**config.mk**
```make
export PLATFORM = sky130hd
export DESIGN_NAME = vga_term_writer_flat
export DESIGN_NICKNAME = d
export VERILOG_FILES = /design/src/rtl/vga_term_writer_if.sv /design/src/rtl/vga_term_writer.sv /design/src/flat_wrapper.sv
export SDC_FILE = /design/constraint.sdc
export NUM_CORES = 1
export LEC_CHECK = 0
export BUFFER_PORTS_ARGS = -buffer_cell sky130_fd_sc_hd__buf_2
export CAP_MARGIN = 20
export CORE_AREA = 2 2 114 116
export CTS_CLUSTER_SIZE = 28
export DETAILED_ROUTE_END_ITERATION = 10
export DIE_AREA = 0 0 116 118
export GPL_TIMING_DRIVEN = 1
export PLACE_DENSITY = 0.76
export SYNTH_ARGS = -nofsm -noshare
export SYNTH_HDL_FRONTEND = slang
export SYNTH_SLANG_ARGS = --single-unit
```
**constraint.sdc**
```tcl
create_clock -name wb_clk_i -period 2.95 [get_ports wb_clk_i]
set_clock_uncertainty 0.05 [all_clocks]
set_input_delay 0.1475 -clock wb_clk_i [delete_from_list [all_inputs] [get_ports wb_clk_i]]
set_output_delay 0.1475 -clock wb_clk_i [all_outputs]
set_load 0.005 [all_outputs]
```
**src/rtl/vga_term_writer_if.sv**
```systemverilog
// rtl/vga_term_writer_if.sv - character stream, Wishbone master bus and cursor bundle
//
// Purpose: groups every non-clock, non-reset signal of vga_term_writer.
// Signals:
//   ch_i / ch_valid_i / ch_ready_o      : console byte stream into the writer
//   wb_adr_o / wb_dat_o / wb_dat_i      : Wishbone byte address, write data, read data
//   wb_cyc_o / wb_stb_o / wb_we_o       : Wishbone cycle, strobe, write enable
//   wb_sel_o / wb_ack_i                 : byte select ([0] even byte), acknowledge
//   cursor_o / busy_o                   : cursor character address, command in progress
// Modports: master = the writer, slave = byte source plus video memory side.
interface vga_term_writer_if;
  logic [7:0]  ch_i;
  logic        ch_valid_i;
  logic        ch_ready_o;
  logic [15:0] wb_adr_o;
  logic [15:0] wb_dat_o;
  logic [15:0] wb_dat_i;
  logic        wb_cyc_o;
  logic        wb_stb_o;
  logic        wb_we_o;
  logic [1:0]  wb_sel_o;
  logic        wb_ack_i;
  logic [12:0] cursor_o;
  logic        busy_o;

  modport master (
    input  ch_i, ch_valid_i, wb_dat_i, wb_ack_i,
    output ch_ready_o, wb_adr_o, wb_dat_o, wb_cyc_o, wb_stb_o, wb_we_o, wb_sel_o,
           cursor_o, busy_o
  );

  modport slave (
    output ch_i, ch_valid_i, wb_dat_i, wb_ack_i,
    input  ch_ready_o, wb_adr_o, wb_dat_o, wb_cyc_o, wb_stb_o, wb_we_o, wb_sel_o,
           cursor_o, busy_o
  );
endinterface

```
**src/rtl/vga_term_writer.sv**
```systemverilog
// rtl/vga_term_writer.sv - byte stream to 80x25 text buffer writer with scroll and clear
//
// Purpose: accepts console bytes, handles CR/LF/BS/FF, writes printable codes into
// the text video buffer over Wishbone, scrolls the terminal rows by memory copy and
// keeps the adapter cursor address up to date. Row 0 (service line) is never touched.
// Ports:
//   wb_clk_i : clock
//   wb_rst_i : synchronous active-high reset
//   bus      : vga_term_writer_if.master (byte stream, Wishbone master, cursor, busy)
module vga_term_writer #(
  parameter int          COLS      = 80,
  parameter int          ROWS      = 25,
  parameter int          FIRST_ROW = 1,
  parameter logic [15:0] BASE_ADR  = 16'h0000
) (
  input  logic             wb_clk_i,
  input  logic             wb_rst_i,
  vga_term_writer_if.master bus
);
  localparam int CW = $clog2(COLS);
  localparam int RW = $clog2(ROWS);

  // Word indices: first terminal word, last scroll destination, last row, end of screen
  localparam logic [10:0]   W_FIRST    = 11'(FIRST_ROW * COLS / 2);
  localparam logic [10:0]   W_SCR_LAST = 11'((ROWS - 1) * COLS / 2 - 1);
  localparam logic [10:0]   W_LAST_ROW = 11'((ROWS - 1) * COLS / 2);
  localparam logic [10:0]   W_END      = 11'(ROWS * COLS / 2 - 1);
  localparam logic [10:0]   W_HALF     = 11'(COLS / 2);
  localparam logic [CW-1:0] COL_MAX    = CW'(COLS - 1);
  localparam logic [RW-1:0] ROW_MAX    = RW'(ROWS - 1);
  localparam logic [RW-1:0] ROW_FIRST  = RW'(FIRST_ROW);
  localparam logic [15:0]   SPACES     = 16'h2020;

  typedef enum logic [2:0] {
    S_IDLE, S_DECODE, S_WR_CHAR, S_SCR_RD, S_SCR_WR, S_CLR_WR
  } state_t;

  state_t        r_state;
  logic [7:0]    r_ch;
  logic [CW-1:0] r_col;
  logic [RW-1:0] r_row;
  logic [10:0]   r_word;
  logic [15:0]   r_rd_dat;
  logic [12:0]   r_cursor;
  logic          r_ready;
  logic          r_busy;
  logic          r_cyc;
  logic          r_stb;
  logic          r_we;
  logic [1:0]    r_sel;
  logic [15:0]   r_adr;
  logic [15:0]   r_dat;

  logic [CW-1:0] w_col_inc;
  logic [CW-1:0] w_col_dec;
  logic [RW-1:0] w_row_inc;
  logic [10:0]   w_src_word;
  logic [15:0]   w_char_adr;
  logic          w_ack;

  function automatic logic [12:0] f_pos(logic [RW-1:0] row, logic [CW-1:0] col);
    return 13'(row) * 13'(COLS) + 13'(col);
  endfunction

  function automatic logic [15:0] f_word_adr(logic [10:0] w);
    return BASE_ADR + {4'b0000, w, 1'b0};
  endfunction

  assign w_col_inc  = r_col + 1'b1;
  assign w_col_dec  = r_col - 1'b1;
  assign w_row_inc  = r_row + 1'b1;
  assign w_src_word = r_word + W_HALF;
  // cursor_o still holds the character address while the write is in flight
  assign w_char_adr = BASE_ADR + {3'b000, r_cursor[12:1], 1'b0};
  // A bus state issues its cycle when cyc is low and completes on ack; the idle
  // cycle after each ack gives the mandatory gap between transactions.
  assign w_ack      = r_cyc & bus.wb_ack_i;

  always_ff @(posedge wb_clk_i) begin
    if (wb_rst_i) begin
      r_state  <= S_IDLE;
      r_ch     <= 8'h00;
      r_col    <= '0;
      r_row    <= ROW_FIRST;
      r_word   <= 11'd0;
      r_rd_dat <= 16'h0000;
      r_cursor <= 13'(FIRST_ROW * COLS);
      r_ready  <= 1'b1;
      r_busy   <= 1'b0;
      r_cyc    <= 1'b0;
      r_stb    <= 1'b0;
      r_we     <= 1'b0;
      r_sel    <= 2'b00;
      r_adr    <= 16'h0000;
      r_dat    <= 16'h0000;
    end else begin
      case (r_state)
        S_IDLE: begin
          if (bus.ch_valid_i) begin
            r_ch    <= bus.ch_i;
            r_ready <= 1'b0;
            r_busy  <= 1'b1;
            r_state <= S_DECODE;
          end
        end

        S_DECODE: begin
          case (r_ch)
            8'h0D: begin
              r_col    <= '0;
              r_cursor <= f_pos(r_row, {CW{1'b0}});
              r_state  <= S_IDLE;
              r_ready  <= 1'b1;
              r_busy   <= 1'b0;
            end
            8'h0A: begin
              if (r_row != ROW_MAX) begin
                r_row    <= w_row_inc;
                r_cursor <= f_pos(w_row_inc, r_col);
                r_state  <= S_IDLE;
                r_ready  <= 1'b1;
                r_busy   <= 1'b0;
              end else begin
                r_word  <= W_FIRST;
                r_state <= S_SCR_RD;
              end
            end
            8'h08: begin
              if (r_col != '0) begin
                r_col    <= w_col_dec;
                r_cursor <= f_pos(r_row, w_col_dec);
              end
              r_state <= S_IDLE;
              r_ready <= 1'b1;
              r_busy  <= 1'b0;
            end
            8'h0C: begin
              // Final position is set now; cursor_o follows when the clear ends
              r_col   <= '0;
              r_row   <= ROW_FIRST;
              r_word  <= W_FIRST;
              r_state <= S_CLR_WR;
            end
            default: r_state <= S_WR_CHAR;
          endcase
        end

        S_WR_CHAR: begin
          if (!r_cyc) begin
            r_cyc <= 1'b1;
            r_stb <= 1'b1;
            r_we  <= 1'b1;
            r_adr <= w_char_adr;
            r_dat <= {r_ch, r_ch};
            r_sel <= r_cursor[0] ? 2'b10 : 2'b01;
          end else if (w_ack) begin
            r_cyc <= 1'b0;
            r_stb <= 1'b0;
            if (r_col != COL_MAX) begin
              r_col    <= w_col_inc;
              r_cursor <= f_pos(r_row, w_col_inc);
              r_state  <= S_IDLE;
              r_ready  <= 1'b1;
              r_busy   <= 1'b0;
            end else if (r_row != ROW_MAX) begin
              r_col    <= '0;
              r_row    <= w_row_inc;
              r_cursor <= f_pos(w_row_inc, {CW{1'b0}});
              r_state  <= S_IDLE;
              r_ready  <= 1'b1;
              r_busy   <= 1'b0;
            end else begin
              r_col   <= '0;
              r_word  <= W_FIRST;
              r_state <= S_SCR_RD;
            end
          end
        end

        S_SCR_RD: begin
          if (!r_cyc) begin
            r_cyc <= 1'b1;
            r_stb <= 1'b1;
            r_we  <= 1'b0;
            r_adr <= f_word_adr(w_src_word);
            r_sel <= 2'b11;
          end else if (w_ack) begin
            r_cyc    <= 1'b0;
            r_stb    <= 1'b0;
            r_rd_dat <= bus.wb_dat_i;
            r_state  <= S_SCR_WR;
          end
        end

        S_SCR_WR: begin
          if (!r_cyc) begin
            r_cyc <= 1'b1;
            r_stb <= 1'b1;
            r_we  <= 1'b1;
            r_adr <= f_word_adr(r_word);
            r_dat <= r_rd_dat;
            r_sel <= 2'b11;
          end else if (w_ack) begin
            r_cyc <= 1'b0;
            r_stb <= 1'b0;
            if (r_word == W_SCR_LAST) begin
              r_word  <= W_LAST_ROW;
              r_state <= S_CLR_WR;
            end else begin
              r_word  <= r_word + 11'd1;
              r_state <= S_SCR_RD;
            end
          end
        end

        S_CLR_WR: begin
          if (!r_cyc) begin
            r_cyc <= 1'b1;
            r_stb <= 1'b1;
            r_we  <= 1'b1;
            r_adr <= f_word_adr(r_word);
            r_dat <= SPACES;
            r_sel <= 2'b11;
          end else if (w_ack) begin
            r_cyc <= 1'b0;
            r_stb <= 1'b0;
            if (r_word == W_END) begin
              r_cursor <= f_pos(r_row, r_col);
              r_state  <= S_IDLE;
              r_ready  <= 1'b1;
              r_busy   <= 1'b0;
            end else begin
              r_word <= r_word + 11'd1;
            end
          end
        end

        default: begin
          r_state <= S_IDLE;
          r_ready <= 1'b1;
          r_busy  <= 1'b0;
          r_cyc   <= 1'b0;
          r_stb   <= 1'b0;
        end
      endcase
    end
  end

  assign bus.ch_ready_o = r_ready;
  assign bus.busy_o     = r_busy;
  assign bus.cursor_o   = r_cursor;
  assign bus.wb_cyc_o   = r_cyc;
  assign bus.wb_stb_o   = r_stb;
  assign bus.wb_we_o    = r_we;
  assign bus.wb_sel_o   = r_sel;
  assign bus.wb_adr_o   = r_adr;
  assign bus.wb_dat_o   = r_dat;
endmodule

```
**src/flat_wrapper.sv**
```systemverilog
// flat-port wrapper written by rule: the top's interface ports become plain ports
module vga_term_writer_flat 
#(
  parameter int          COLS      = 80,
  parameter int          ROWS      = 25,
  parameter int          FIRST_ROW = 1,
  parameter logic [15:0] BASE_ADR  = 16'h0000
)
  (wb_clk_i, wb_rst_i, bus_ch_i, bus_ch_valid_i, bus_wb_dat_i, bus_wb_ack_i, bus_ch_ready_o, bus_wb_adr_o, bus_wb_dat_o, bus_wb_cyc_o, bus_wb_stb_o, bus_wb_we_o, bus_wb_sel_o, bus_cursor_o, bus_busy_o);
  vga_term_writer_if bus_i ();
  input  logic wb_clk_i;
  input  logic wb_rst_i;
  input wire logic [$bits(bus_i.ch_i)-1:0] bus_ch_i;
  input wire logic [$bits(bus_i.ch_valid_i)-1:0] bus_ch_valid_i;
  input wire logic [$bits(bus_i.wb_dat_i)-1:0] bus_wb_dat_i;
  input wire logic [$bits(bus_i.wb_ack_i)-1:0] bus_wb_ack_i;
  output wire logic [$bits(bus_i.ch_ready_o)-1:0] bus_ch_ready_o;
  output wire logic [$bits(bus_i.wb_adr_o)-1:0] bus_wb_adr_o;
  output wire logic [$bits(bus_i.wb_dat_o)-1:0] bus_wb_dat_o;
  output wire logic [$bits(bus_i.wb_cyc_o)-1:0] bus_wb_cyc_o;
  output wire logic [$bits(bus_i.wb_stb_o)-1:0] bus_wb_stb_o;
  output wire logic [$bits(bus_i.wb_we_o)-1:0] bus_wb_we_o;
  output wire logic [$bits(bus_i.wb_sel_o)-1:0] bus_wb_sel_o;
  output wire logic [$bits(bus_i.cursor_o)-1:0] bus_cursor_o;
  output wire logic [$bits(bus_i.busy_o)-1:0] bus_busy_o;
  assign bus_i.ch_i = bus_ch_i;
  assign bus_i.ch_valid_i = bus_ch_valid_i;
  assign bus_i.wb_dat_i = bus_wb_dat_i;
  assign bus_i.wb_ack_i = bus_wb_ack_i;
  assign bus_ch_ready_o = bus_i.ch_ready_o;
  assign bus_wb_adr_o = bus_i.wb_adr_o;
  assign bus_wb_dat_o = bus_i.wb_dat_o;
  assign bus_wb_cyc_o = bus_i.wb_cyc_o;
  assign bus_wb_stb_o = bus_i.wb_stb_o;
  assign bus_wb_we_o = bus_i.wb_we_o;
  assign bus_wb_sel_o = bus_i.wb_sel_o;
  assign bus_cursor_o = bus_i.cursor_o;
  assign bus_busy_o = bus_i.busy_o;
  vga_term_writer #(.COLS(COLS), .ROWS(ROWS), .FIRST_ROW(FIRST_ROW), .BASE_ADR(BASE_ADR)) u_core (.wb_clk_i(wb_clk_i), .wb_rst_i(wb_rst_i), .bus(bus_i));
endmodule
```
==> results.toml <==
[run_status]
outcome = "finished, final reports clean"

[floorplanning]
rows = 41
dieArea_sq_um = 13700
die_height_um = 118
start_util = 0.525
die_x_um = 116
ios = 80
core_sq_um = 12400

[critical_path]
cp_max_fo = 4
cp_common_cell = "ha_2"
r2r-start = "u_core.r_row[0]"
crit_arrival_ns = 3.03
required_ns = 3.14
reg2reg_depth = 12
r2r_setup_slack_ns = 0.11
slowest_delay_ns = 0.54
cp_num_buf_inv = 0
crit_slowest_cell = "fa_2"
timing.rr.end = "u_core.bus.cursor_o[9]"
critical_path.top_delay_family = "adder cells"
startpoint_type = "flip-flop"
path_class = "flip-flop to flip-flop"
worstPathCellList = "ha_2 -> xor2_2 -> ha_1 -> ha_2 -> fa_2 -> nand2_1 -> nor2_2 -> nand2b_1 -> and3_1 -> a221oi_2 -> o22ai_1 -> o31a_1"
cp-end-kind = "flip-flop"
cp-endpoint = "u_core.bus.cursor_o[9]"
cp.depth = 12
worstSetupStartpoint = "u_core.r_row[0]"

[timing]
period_share = 0.962
finalSetupViolCount = 0
worst_pin_slew_ns = 0.760
fmax_mhz = 352
whs_ns = 0.0158
finalCriticalPeriod_ns = 2.84
drv_slew = 0
hold_viol = 0
relSlewSlack = 0.493

[drt]
antenna_left = 0
via_count = 6987
vias_per_cell = 6.02
firstDrtPassIters = 7
drt_iter0_markers = 856
drt-total-wl_mm = 20.0
drc = 0
post_drt_wl_per_cell_um = 17.2

[power_and_ir_drop]
p_sw_mw = 2.91
power_density_nw_per_um2 = 841
clkPwrFrac = 0.168
pwr-share-comb = 0.531
intPower_mw = 3.77
leakagePower_nw = 3.25
power_frac_seq = 0.300
finalPower_mw = 6.67
vdd_drop_max_mv = 0.386
p_sw_frac = 0.436

[run]
drv_cap = 0

[grt]
grt_antenna_before_repair = 1
grt_max_degree = 39
grt_pass1_wl_mm = 32.2
grt_pass1_vias = 6260
grt_usage = 0.294
grt_overflow = 0

[final_layout]
nets = 1047
layout.cells.non_filler = 1160
area_growth_pct = 21.6
final_util = 0.639
fillerInstances = 1130
drive_above_1_share = 0.194
design_area_sq_um = 7930

[placement]
dpl.hpwl_mm = 14.5
portBuffers = 75
place_inst = 1124
place_area_sq_um = 7370
globalplace.congestion = 0.991

[logic_synthesis]
synthFlopType = "dfxtp_1"
synth_xor_area_frac = 0.0441
netlist_area_sq_um = 6520
synth_warnings = 0
synth_mux_area_frac = 0.0138
synth_compound_area_frac = 0.261
syn_inst = 875
yosysUniqueCellTypes = 75
ys_seq_area_frac = 0.301
synth_edf_count = 0
synth_top_family_by_area = "compound AO/OA/AOI/OAI gates"
synth.avg_cell_area_sq_um = 7.45
synth_simple_gate_area_frac = 0.250
yosys_register_bits = 98
async_flop_share = 0
synthAdderAreaFrac = 0.0740

[min_path]
hold_path_class = "input pin to flip-flop"
hold_depth = 3

[clock_tree]
root_buffer = "clkbuf_16"
cts.sinks = 98
cts-buffers-inserted = 9
path_clk_slew_ns = 0.06
htreeDepth = 3
cts_buffer_depth = 2
cts_tree = "built"
worstSkewPairLatency_ns = 0.36
## state kept, by name, summed over array words and instances (netlist names)
name and count:
u_core.r_word 11, u_core.bus.wb_stb_o 1, u_core.bus.wb_we_o 1, u_core.r_state 3, u_core.bus.wb_dat_o 16, u_core.r_ch 8, u_core.bus.ch_ready_o 1, u_core.r_row 5
u_core.r_col 7, u_core.bus.busy_o 1, u_core.bus.cursor_o 13, u_core.bus.wb_adr_o 12, u_core.bus.wb_sel_o 2, u_core.r_rd_dat 16, u_core.bus.wb_cyc_o 1
## metrics by stage
stage               setup TNS, ns  worst slack (ns)
floorplan                       0            0.0116
global placement                0             0.140
detailed placement              0            0.0593
CTS                             0            0.0463
global route              -0.0348           -0.0348
finish                          0             0.111
## metal layers
| layer | vias to the layer above | global-route usage | share of wire |
|---|---|---|---|
| li1 | 3354 | - | - |
| met1 | 3259 | 0.415 | 0.44 |
| met2 | 330 | 0.447 | 0.46 |
| met3 | 44 | 0.0474 | 0.071 |
| met4 | 0 | 0.115 | 0.028 |
| met5 | - | 0 | 0 |
## kinds of logic (layout without fill, tap and decap cells)
group | count (synthesis) | after routing
compound gates | 271 | 271
xor+xnor | 32 | 32
fa+ha+maj | 35 | 35
buf+inv | 87 | 196
flops | 98 | 98
mux | 9 | 9
other cells | 1 | 5
simple gates | 342 | 342
## layout make-up
type | count | area [sq um] | area share
Clock buffer | 10 | 239 | 0.0301
Sequential cell | 98 | 1970 | 0.249
Multi-Input combinational cell | 693 | 4300 | 0.543
Clock inverter | 4 | 27.5 | 0.00347
Tap cell | 172 | 215 | 0.0271
Antenna cell | 1 | 2.50 | 0.000316
Inverter | 24 | 92.6 | 0.0117
Timing Repair Buffer | 158 | 1080 | 0.136
## repair_timing
item                                    4_1_cts  5_1_grt
hold endpoints to repair                     21        0
gates resized for setup                       0       19
endpoints found under the setup margin        0        7
setup buffers                                 0        0
hold buffers                                 21        0
## power by group through the flow
| stage | combinational (mW) | sequential (mW) | clock [mW] |
|---|---|---|---|
| global placement | 3.37 | 2.00 | 0 |
| detailed placement | 3.40 | 2.01 | 0 |
| floorplan | 2.38 | 1.89 | 0 |
| CTS | 3.45 | 1.98 | 1.12 |
| global route | 3.94 | 2.04 | 1.17 |
| finish | 3.55 | 2.00 | 1.12 |
## worst register-to-register path: stages, from the launching register on
cell	delay, ns
dfxtp_4	0.36
ha_2	0.21
xor2_2	0.20
ha_1	0.20
ha_2	0.20
fa_2	0.55
nand2_1	0.08
nor2_2	0.13
nand2b_1	0.08
and3_1	0.17
a221oi_2	0.16
o22ai_1	0.10
o31a_1	0.24
## cells in the final DEF (no fill, tap or decap), drive strengths merged, types with 8 or more instances in the layout
cell,instances
a221oi,9
dlygate4sd3,21
dfxtp,98
nand3,17
a21oi,112
a31oi,10
a211oi,20
nand2,117
xor2,11
nor2b,8
inv,24
nor2,98
clkbuf,10
a21o,15
o22ai,9
nor3,41
o21ai,45
mux2i,9
buf,137
ha,29
xnor2,21
## synthesized netlist by cell type, drive strengths merged (10+ instances only)
| library cell | number | area share |
|---|---|---|
| buf | 18 | 0.015 |
| dfxtp | 98 | 0.30 |
| a31oi | 10 | 0.0096 |
| nand2 | 117 | 0.068 |
| o21ai | 45 | 0.036 |
| xnor2 | 21 | 0.028 |
| nor2 | 98 | 0.058 |
| clkbuf | 45 | 0.026 |
| nand3 | 17 | 0.013 |
| inv | 23 | 0.014 |
| ha | 29 | 0.056 |
| a21oi | 112 | 0.086 |
| a211oi | 20 | 0.023 |
| nor3 | 41 | 0.031 |
| a21o | 15 | 0.017 |
| xor2 | 11 | 0.016 |
## worst min path at each step
stage                     endpoint             start  slack (ns)
2_1_floorplan   u_core.r_rd_dat[0]   bus_wb_dat_i[0]        0.23
4_1_cts             u_core.r_ch[2]       bus_ch_i[2]       0.002
6_report            u_core.r_ch[1]       bus_ch_i[1]        0.02
5_1_grt             u_core.r_ch[3]       bus_ch_i[3]        0.02
3_5_place_dp   u_core.r_rd_dat[15]  bus_wb_dat_i[15]        0.35
3_3_place_gp    u_core.r_rd_dat[4]   bus_wb_dat_i[4]        0.35
Note: power is estimated with default switching activity, not from simulation.
